==> config.mk <==
export PLATFORM = sky130hd
export DESIGN_NAME = uart_rx_frame
export DESIGN_NICKNAME = d
export VERILOG_FILES = /design/src/rtl/uart_rx_frame.sv
export SDC_FILE = /design/constraint.sdc
export NUM_CORES = 1
export LEC_CHECK = 0
export CAP_MARGIN = 30
export CELL_PAD_IN_SITES_DETAIL_PLACEMENT = 1
export CELL_PAD_IN_SITES_GLOBAL_PLACEMENT = 1
export CORE_MARGIN = 10
export CORE_UTILIZATION = 42
export DETAILED_ROUTE_END_ITERATION = 10
export PLACE_DENSITY = 0.88
export SKIP_CTS_REPAIR_TIMING = 1
export SYNTH_ARGS = -nofsm -noshare
export SYNTH_HDL_FRONTEND = slang
export SYNTH_SLANG_ARGS = --single-unit
export TNS_END_PERCENT = 5
==> constraint.sdc <==
create_clock -name clk26m -period 1.41 [get_ports clk26m]
set_input_delay 0.282 -clock clk26m [delete_from_list [all_inputs] [get_ports clk26m]]
set_output_delay 0.282 -clock clk26m [all_outputs]
set_load 0.02 [all_outputs]
==> src/rtl/uart_rx_frame.sv <==
// uart_rx_frame: 8N1/8E1/8O1 UART receive framer with a one-entry holding register.
module uart_rx_frame #(
   parameter int DATA_W = 8
) (
   input  logic              clk26m,
   input  logic              rst26m,
   input  logic              rxd,
   input  logic              rx_bpsclk,
   input  logic              parity_en,
   input  logic              parity_odd,
   input  logic              rx_rd,
   output logic              rx_bps_en,
   output logic [DATA_W-1:0] rx_data,
   output logic              rx_valid,
   output logic              rx_frame_err,
   output logic              rx_parity_err,
   output logic              rx_overrun
);
   typedef enum logic [2:0] {IDLE, START, DATA, PARITY, STOP} state_t;
   state_t state;
   logic s1, s2, s3;
   logic [2:0] idx;
   logic [DATA_W-1:0] shreg;
   logic par_en, par_odd, par_bit;
   logic fall, done, load;
   assign fall = s3 & ~s2;
   assign done = (state == STOP) & rx_bpsclk;
   assign load = ~rx_valid | rx_rd;
   always_ff @(posedge clk26m) begin
      if (rst26m) begin
         s1            <= 1'b1;
         s2            <= 1'b1;
         s3            <= 1'b1;
         state         <= IDLE;
         idx           <= '0;
         shreg         <= '0;
         par_en        <= 1'b0;
         par_odd       <= 1'b0;
         par_bit       <= 1'b0;
         rx_bps_en     <= 1'b0;
         rx_data       <= '0;
         rx_valid      <= 1'b0;
         rx_frame_err  <= 1'b0;
         rx_parity_err <= 1'b0;
         rx_overrun    <= 1'b0;
      end else begin
         s1 <= rxd;
         s2 <= s1;
         s3 <= s2;
         case (state)
            IDLE: if (fall) begin
               state     <= START;
               rx_bps_en <= 1'b1;
               par_en    <= parity_en;
               par_odd   <= parity_odd;
            end
            START: if (rx_bpsclk) begin
               // a start bit that is high again at mid-bit was only a glitch
               state     <= s2 ? IDLE : DATA;
               rx_bps_en <= ~s2;
               idx       <= '0;
            end
            DATA: if (rx_bpsclk) begin
               shreg[idx] <= s2;
               idx        <= idx + 3'd1;
               if (idx == 3'd7) state <= par_en ? PARITY : STOP;
            end
            PARITY: if (rx_bpsclk) begin
               par_bit <= s2;
               state   <= STOP;
            end
            STOP: if (rx_bpsclk) begin
               state     <= IDLE;
               rx_bps_en <= 1'b0;
            end
            default: state <= IDLE;
         endcase
         // a completing frame wins over a plain read; a read in the same cycle frees the slot
         if (done) begin
            if (load) begin
               rx_data       <= shreg;
               rx_valid      <= 1'b1;
               rx_frame_err  <= ~s2;
               rx_parity_err <= par_en & (^shreg ^ par_bit ^ par_odd);
               rx_overrun    <= 1'b0;
            end else begin
               rx_overrun <= 1'b1;
            end
         end else if (rx_rd & rx_valid) begin
            rx_valid      <= 1'b0;
            rx_frame_err  <= 1'b0;
            rx_parity_err <= 1'b0;
            rx_overrun    <= 1'b0;
         end
      end
   end
endmodule

==> impl_results.html <==
<table>
<tr><th>Metric</th><th>Value</th></tr>
<tr><th colspan="2">Status</th></tr>
<tr><td>Run status</td><td>complete, but fails checks</td></tr>
<tr><td>Failing checks</td><td>negative setup slack</td></tr>
<tr><th colspan="2">Final layout</th></tr>
<tr><td>Seq. cell area</td><td>662 µm²</td></tr>
<tr><td>Net count of the finished layout</td><td>205</td></tr>
<tr><td>Ant diodes</td><td>0</td></tr>
<tr><td>Fillers</td><td>402</td></tr>
<tr><td>Layout-stage area growth over the synthesis result</td><td>35.4%</td></tr>
<tr><td>Fraction of final layout cells with drive strength greater than 1</td><td>a little under a quarter</td></tr>
<tr><td>Multi-input logic area</td><td>just under 900 µm²</td></tr>
<tr><td>Final Cell Area</td><td>roughly 2100 µm²</td></tr>
<tr><th colspan="2">Synth</th></tr>
<tr><td>Area of the mapped netlist</td><td>between 1500 and 2000 µm²</td></tr>
<tr><td>Top cell type's share of synthesized area</td><td>a little over two fifths</td></tr>
<tr><td>Leading cell types by total area after synthesis</td><td>sky130_fd_sc_hd__dfxtp_1, sky130_fd_sc_hd__mux2i_1, sky130_fd_sc_hd__nor2_1, sky130_fd_sc_hd__xnor2_1, sky130_fd_sc_hd__a21oi_1</td></tr>
<tr><td>Synth cell types</td><td>between 40 and 50</td></tr>
<tr><td>Mean post-synth cell area</td><td>~10 µm²</td></tr>
<tr><td>Number of storage elements in the synthesis netlist</td><td>33</td></tr>
<tr><td>Count of synthesis-stage warnings from yosys</td><td>0</td></tr>
<tr><td>Number of enable-type register cells in the synthesized netlist</td><td>0</td></tr>
<tr><td>Top flip-flop cell by instance count after synthesis</td><td>sky130_fd_sc_hd__dfxtp_1</td></tr>
<tr><td>Cell with the most instances after synthesis</td><td>sky130_fd_sc_hd__dfxtp_1</td></tr>
<tr><td>Cell types with the highest counts after synthesis</td><td>sky130_fd_sc_hd__dfxtp_1, sky130_fd_sc_hd__nor2_1, sky130_fd_sc_hd__mux2i_1</td></tr>
<tr><td>Cell accounting for the most synthesized area</td><td>sky130_fd_sc_hd__dfxtp_1</td></tr>
<tr><td>Syn_nets</td><td>between 150 and 200</td></tr>
<tr><td>Count of mapped cells out of synthesis</td><td>between 150 and 200</td></tr>
<tr><td>Proportion of synthesized flip-flops having asynchronous set or reset</td><td>0%</td></tr>
<tr><td>Proportion of synthesized chip area in sequential cells</td><td>between 40% and 50%</td></tr>
<tr><th colspan="2">Clock network</th></tr>
<tr><td>Clock Pin Slew Worst Setup and Hold Paths</td><td>around 0.070 ns</td></tr>
<tr><td>CTS Buffer Depth</td><td>2</td></tr>
<tr><td>Number of H-tree levels</td><td>2</td></tr>
<tr><td>Number of buffers created by CTS</td><td>5</td></tr>
<tr><td>Clock latency on the worst-skew pair</td><td>slightly below 0.3 ns</td></tr>
<tr><td>Clk root buf</td><td>sky130_fd_sc_hd__clkbuf_8</td></tr>
<tr><td>Sink count of the clock tree</td><td>33</td></tr>
<tr><td>Clock tree from TritonCTS</td><td>done</td></tr>
<tr><th colspan="2">Worst setup path</th></tr>
<tr><td>Cell family with the largest share of critical-path delay</td><td>buffers and inverters</td></tr>
<tr><td>Category of the worst setup path capture point</td><td>register</td></tr>
<tr><td>Maximum net fanout on the critical path</td><td>11</td></tr>
<tr><td>Worst endpoint data arrival time</td><td>roughly 1.7 ns</td></tr>
<tr><td>Total buffers and inverters traversed by the critical path</td><td>2</td></tr>
<tr><td>Delay of the slowest cell on the worst path</td><td>approximately 0.47 ns</td></tr>
<tr><td>Crit-path cells</td><td>clkdlybuf4s50_1 &gt; buf_6 &gt; nand4bb_4 &gt; nor4b_2 &gt; mux2i_1 &gt; nor2_1</td></tr>
<tr><td>Crit path kind</td><td>in2reg</td></tr>
<tr><td>Critical Path Start Type</td><td>primary input</td></tr>
<tr><td>Slowest-stage cell, CP</td><td>sky130_fd_sc_hd__clkdlybuf4s50_1</td></tr>
<tr><td>Data required time of the critical path</td><td>1.59 ns</td></tr>
<tr><th colspan="2">Die</th></tr>
<tr><td>Initial cell density of the core</td><td>a little over two fifths</td></tr>
<tr><td>Area inside the core boundary</td><td>approximately 3600 µm²</td></tr>
<tr><td>Num ports</td><td>20</td></tr>
<tr><td>Horiz. Die Dim</td><td>roughly 80 µm</td></tr>
<tr><td>Number of placement rows</td><td>22</td></tr>
<tr><td>Overall die area</td><td>between 6000 and 7000 µm²</td></tr>
<tr><td>Die Height</td><td>81.1 µm</td></tr>
<tr><th colspan="2">Global routing</th></tr>
<tr><td>Maximum number of pins on one net before global-route repair</td><td>13</td></tr>
<tr><td>Wire length of the first global-routing pass</td><td>7.62 mm</td></tr>
<tr><td>Number of global-route vias before repair</td><td>roughly 1500</td></tr>
<tr><td>Initial antenna violation count</td><td>0</td></tr>
<tr><td>Overall track demand over capacity in global routing</td><td>about 15%</td></tr>
<tr><td>Overflow after GRT</td><td>0</td></tr>
<tr><th colspan="2">Routing</th></tr>
<tr><td>Post-DR vias/cell</td><td>5.45</td></tr>
<tr><td>Total Routed Length</td><td>roughly 4.7 mm</td></tr>
<tr><td>DRT antenna net count</td><td>0</td></tr>
<tr><td>Number of design-rule violations left by the first detailed-router iteration</td><td>just over 50</td></tr>
<tr><td>Via count</td><td>around 1300</td></tr>
<tr><td># DRC</td><td>0</td></tr>
<tr><td>Routed length per placed instance</td><td>approximately 19 µm</td></tr>
<tr><td>TritonRoute pass-1 iters</td><td>4</td></tr>
<tr><th colspan="2">STA</th></tr>
<tr><td>Number of pins with negative max-slew slack in the final report</td><td>0</td></tr>
<tr><td>Final Hold Violating Endpoints</td><td>0</td></tr>
<tr><td>Period utilization</td><td>108%</td></tr>
<tr><td>Transition at the pin with the smallest max-transition slack</td><td>just over 0.3 ns</td></tr>
<tr><td>Final worst-path setup slack</td><td>-0.108 ns</td></tr>
<tr><td>Unrepaired setup endpoints after global routing</td><td>yes</td></tr>
<tr><td>Post-route setup TNS</td><td>-0.404 ns</td></tr>
<tr><td>Setup-violating endpoint count in the final report</td><td>8</td></tr>
<tr><td>Worst slew margin relative to its limit</td><td>between 70% and 80%</td></tr>
<tr><td>Max frequency</td><td>about 660 MHz</td></tr>
<tr><td>Post-layout minimum cycle time</td><td>~1.5 ns</td></tr>
<tr><td>Setup skew after layout</td><td>0.00451 ns</td></tr>
<tr><th colspan="2">Power</th></tr>
<tr><td>Leak</td><td>between 0.001 and 0.0015 µW</td></tr>
<tr><td>Clock share of power</td><td>about two fifths</td></tr>
<tr><td>Sequential fraction of design power</td><td>50.3%</td></tr>
<tr><td>Proportion of total power due to net switching</td><td>~23%</td></tr>
<tr><td>Design internal power</td><td>around 1500 µW</td></tr>
<tr><td>Combinational share of power</td><td>under 10%</td></tr>
<tr><td>Peak supply drop</td><td>0.595 mV</td></tr>
<tr><td>Power density relative to cell area</td><td>889 nW/µm²</td></tr>
<tr><td>Net switching power figure</td><td>~430 µW</td></tr>
<tr><td>Final total power</td><td>between 1500 and 2000 µW</td></tr>
<tr><th colspan="2">Place</th></tr>
<tr><td>Half-perimeter wire length of the detailed placement result</td><td>roughly 3.2 mm</td></tr>
<tr><td>Count of port buffers added during placement</td><td>19</td></tr>
<tr><td>Routability-driven placement congestion ratio</td><td>approximately 0.83</td></tr>
<tr><td>Total placed instance area</td><td>between 1500 and 2000 µm²</td></tr>
<tr><th colspan="2">Worst hold path</th></tr>
<tr><td>Kind of path behind the tightest hold check</td><td>reg2reg</td></tr>
<tr><th colspan="2">Job</th></tr>
<tr><td>Reported max-cap violation count</td><td>0</td></tr>
</table>
==> worst reg2reg max path, cell delays in order (launching register included) <==
cell                      delay, ns
sky130_fd_sc_hd__dfxtp_1       0.35
sky130_fd_sc_hd__ha_1          0.15
sky130_fd_sc_hd__ha_1          0.15
sky130_fd_sc_hd__nor2b_1       0.15
sky130_fd_sc_hd__o21ai_1       0.09
sky130_fd_sc_hd__or3_1         0.33
sky130_fd_sc_hd__a21oi_2       0.13
==> kinds of logic after synthesis <==
family	synth area share [%]
compound gates	11.7
xor+xnor	5.34
fa+ha+maj	1.59
buf+inv	5.10
flops	42.1
mux	11.5
simple gates	22.6
==> per-layer routing <==
metal	GRT usage, %	vias to the layer above	share of wire (%)
met5	0	-	0
met4	6.57	0	2.1
met3	3.64	9	3.6
met1	14.9	663	41
li1	-	638	-
met2	28.7	26	54
==> path summary, 6_finish.rpt <==
check / startpoint / end / slack [ns] / depth (start not counted)
setup / recovery: rx_bpsclk / shreg[1]$_SDFFE_PP0P_ / -0.11 / 6
hold / removal: s1$_SDFF_PP1_ / s2$_SDFF_PP1_ / 0.42 / 1
setup reg to reg: idx[1]$_SDFFE_PP0P_ / state[2]$_SDFFE_PP0P_ / -0.01 / 6
hold reg to reg: s1$_SDFF_PP1_ / s2$_SDFF_PP1_ / 0.42 / 1
==> layout make-up <==
class,instances,area share [%]
sequential,33,31.2
tap,48,2.83
clock buffer,7,4.53
clock inverter,1,0.236
multi-input combinational,112,40.8
timing repair buffer,42,20.1
inverter,2,0.353
==> flip-flops by register name, summed over array words and instances (netlist names) <==
name / flops
par_bit: 1
s2: 1
par_odd: 1
idx: 3
rx_valid: 1
rx_data: 8
rx_frame_err: 1
rx_overrun: 1
state: 3
s3: 1
shreg: 8
par_en: 1
rx_parity_err: 1
rx_bps_en: 1
s1: 1
==> cell usage in the layout (no fill, tap or decap), types with 2 or more instances in the layout <==
| master | instances |
|---|---|
| sky130_fd_sc_hd__dfxtp_1 | 32 |
| sky130_fd_sc_hd__nor2_1 | 22 |
| sky130_fd_sc_hd__buf_4 | 19 |
| sky130_fd_sc_hd__mux2i_1 | 18 |
| sky130_fd_sc_hd__dlymetal6s2s_1 | 13 |
| sky130_fd_sc_hd__a21oi_1 | 9 |
| sky130_fd_sc_hd__nand2_1 | 7 |
| sky130_fd_sc_hd__xnor2_1 | 7 |
| sky130_fd_sc_hd__clkbuf_8 | 7 |
| sky130_fd_sc_hd__clkdlybuf4s50_1 | 6 |
| sky130_fd_sc_hd__nand3_1 | 5 |
| sky130_fd_sc_hd__a2bb2oi_1 | 3 |
| sky130_fd_sc_hd__nand4b_1 | 3 |
| sky130_fd_sc_hd__or2_2 | 3 |
| sky130_fd_sc_hd__nand2b_1 | 2 |
| sky130_fd_sc_hd__a2bb2oi_2 | 2 |
| sky130_fd_sc_hd__and4bb_1 | 2 |
| sky130_fd_sc_hd__nand4_1 | 2 |
| sky130_fd_sc_hd__o21ai_1 | 2 |
| sky130_fd_sc_hd__nor3_1 | 2 |
| sky130_fd_sc_hd__ha_1 | 2 |
| sky130_fd_sc_hd__buf_6 | 2 |
| sky130_fd_sc_hd__buf_12 | 2 |
==> power by group through the flow <==
stage	clock, µW	combinational (µW)	sequential (µW)
after detailed placement	0	142	971
after floorplan	0	64.1	972
after CTS	805	146	950
after global placement	0	135	970
final	785	153	951
after global routing	844	164	951
==> stage by stage <==
stage          setup slack, ns  hold slack (ns)  instances  utilization (%)
3_5_place_dp            -0.410            0.408        237             53.5
6_report                -0.108            0.421        245             58.5
3_3_place_gp            -0.306            0.397        237             53.5
2_1_floorplan            0.113            0.361        159                -
5_1_grt                 -0.176            0.428        245             58.5
4_1_cts                 -0.190            0.426        245             56.3
(Power assumes the default switching activity.)
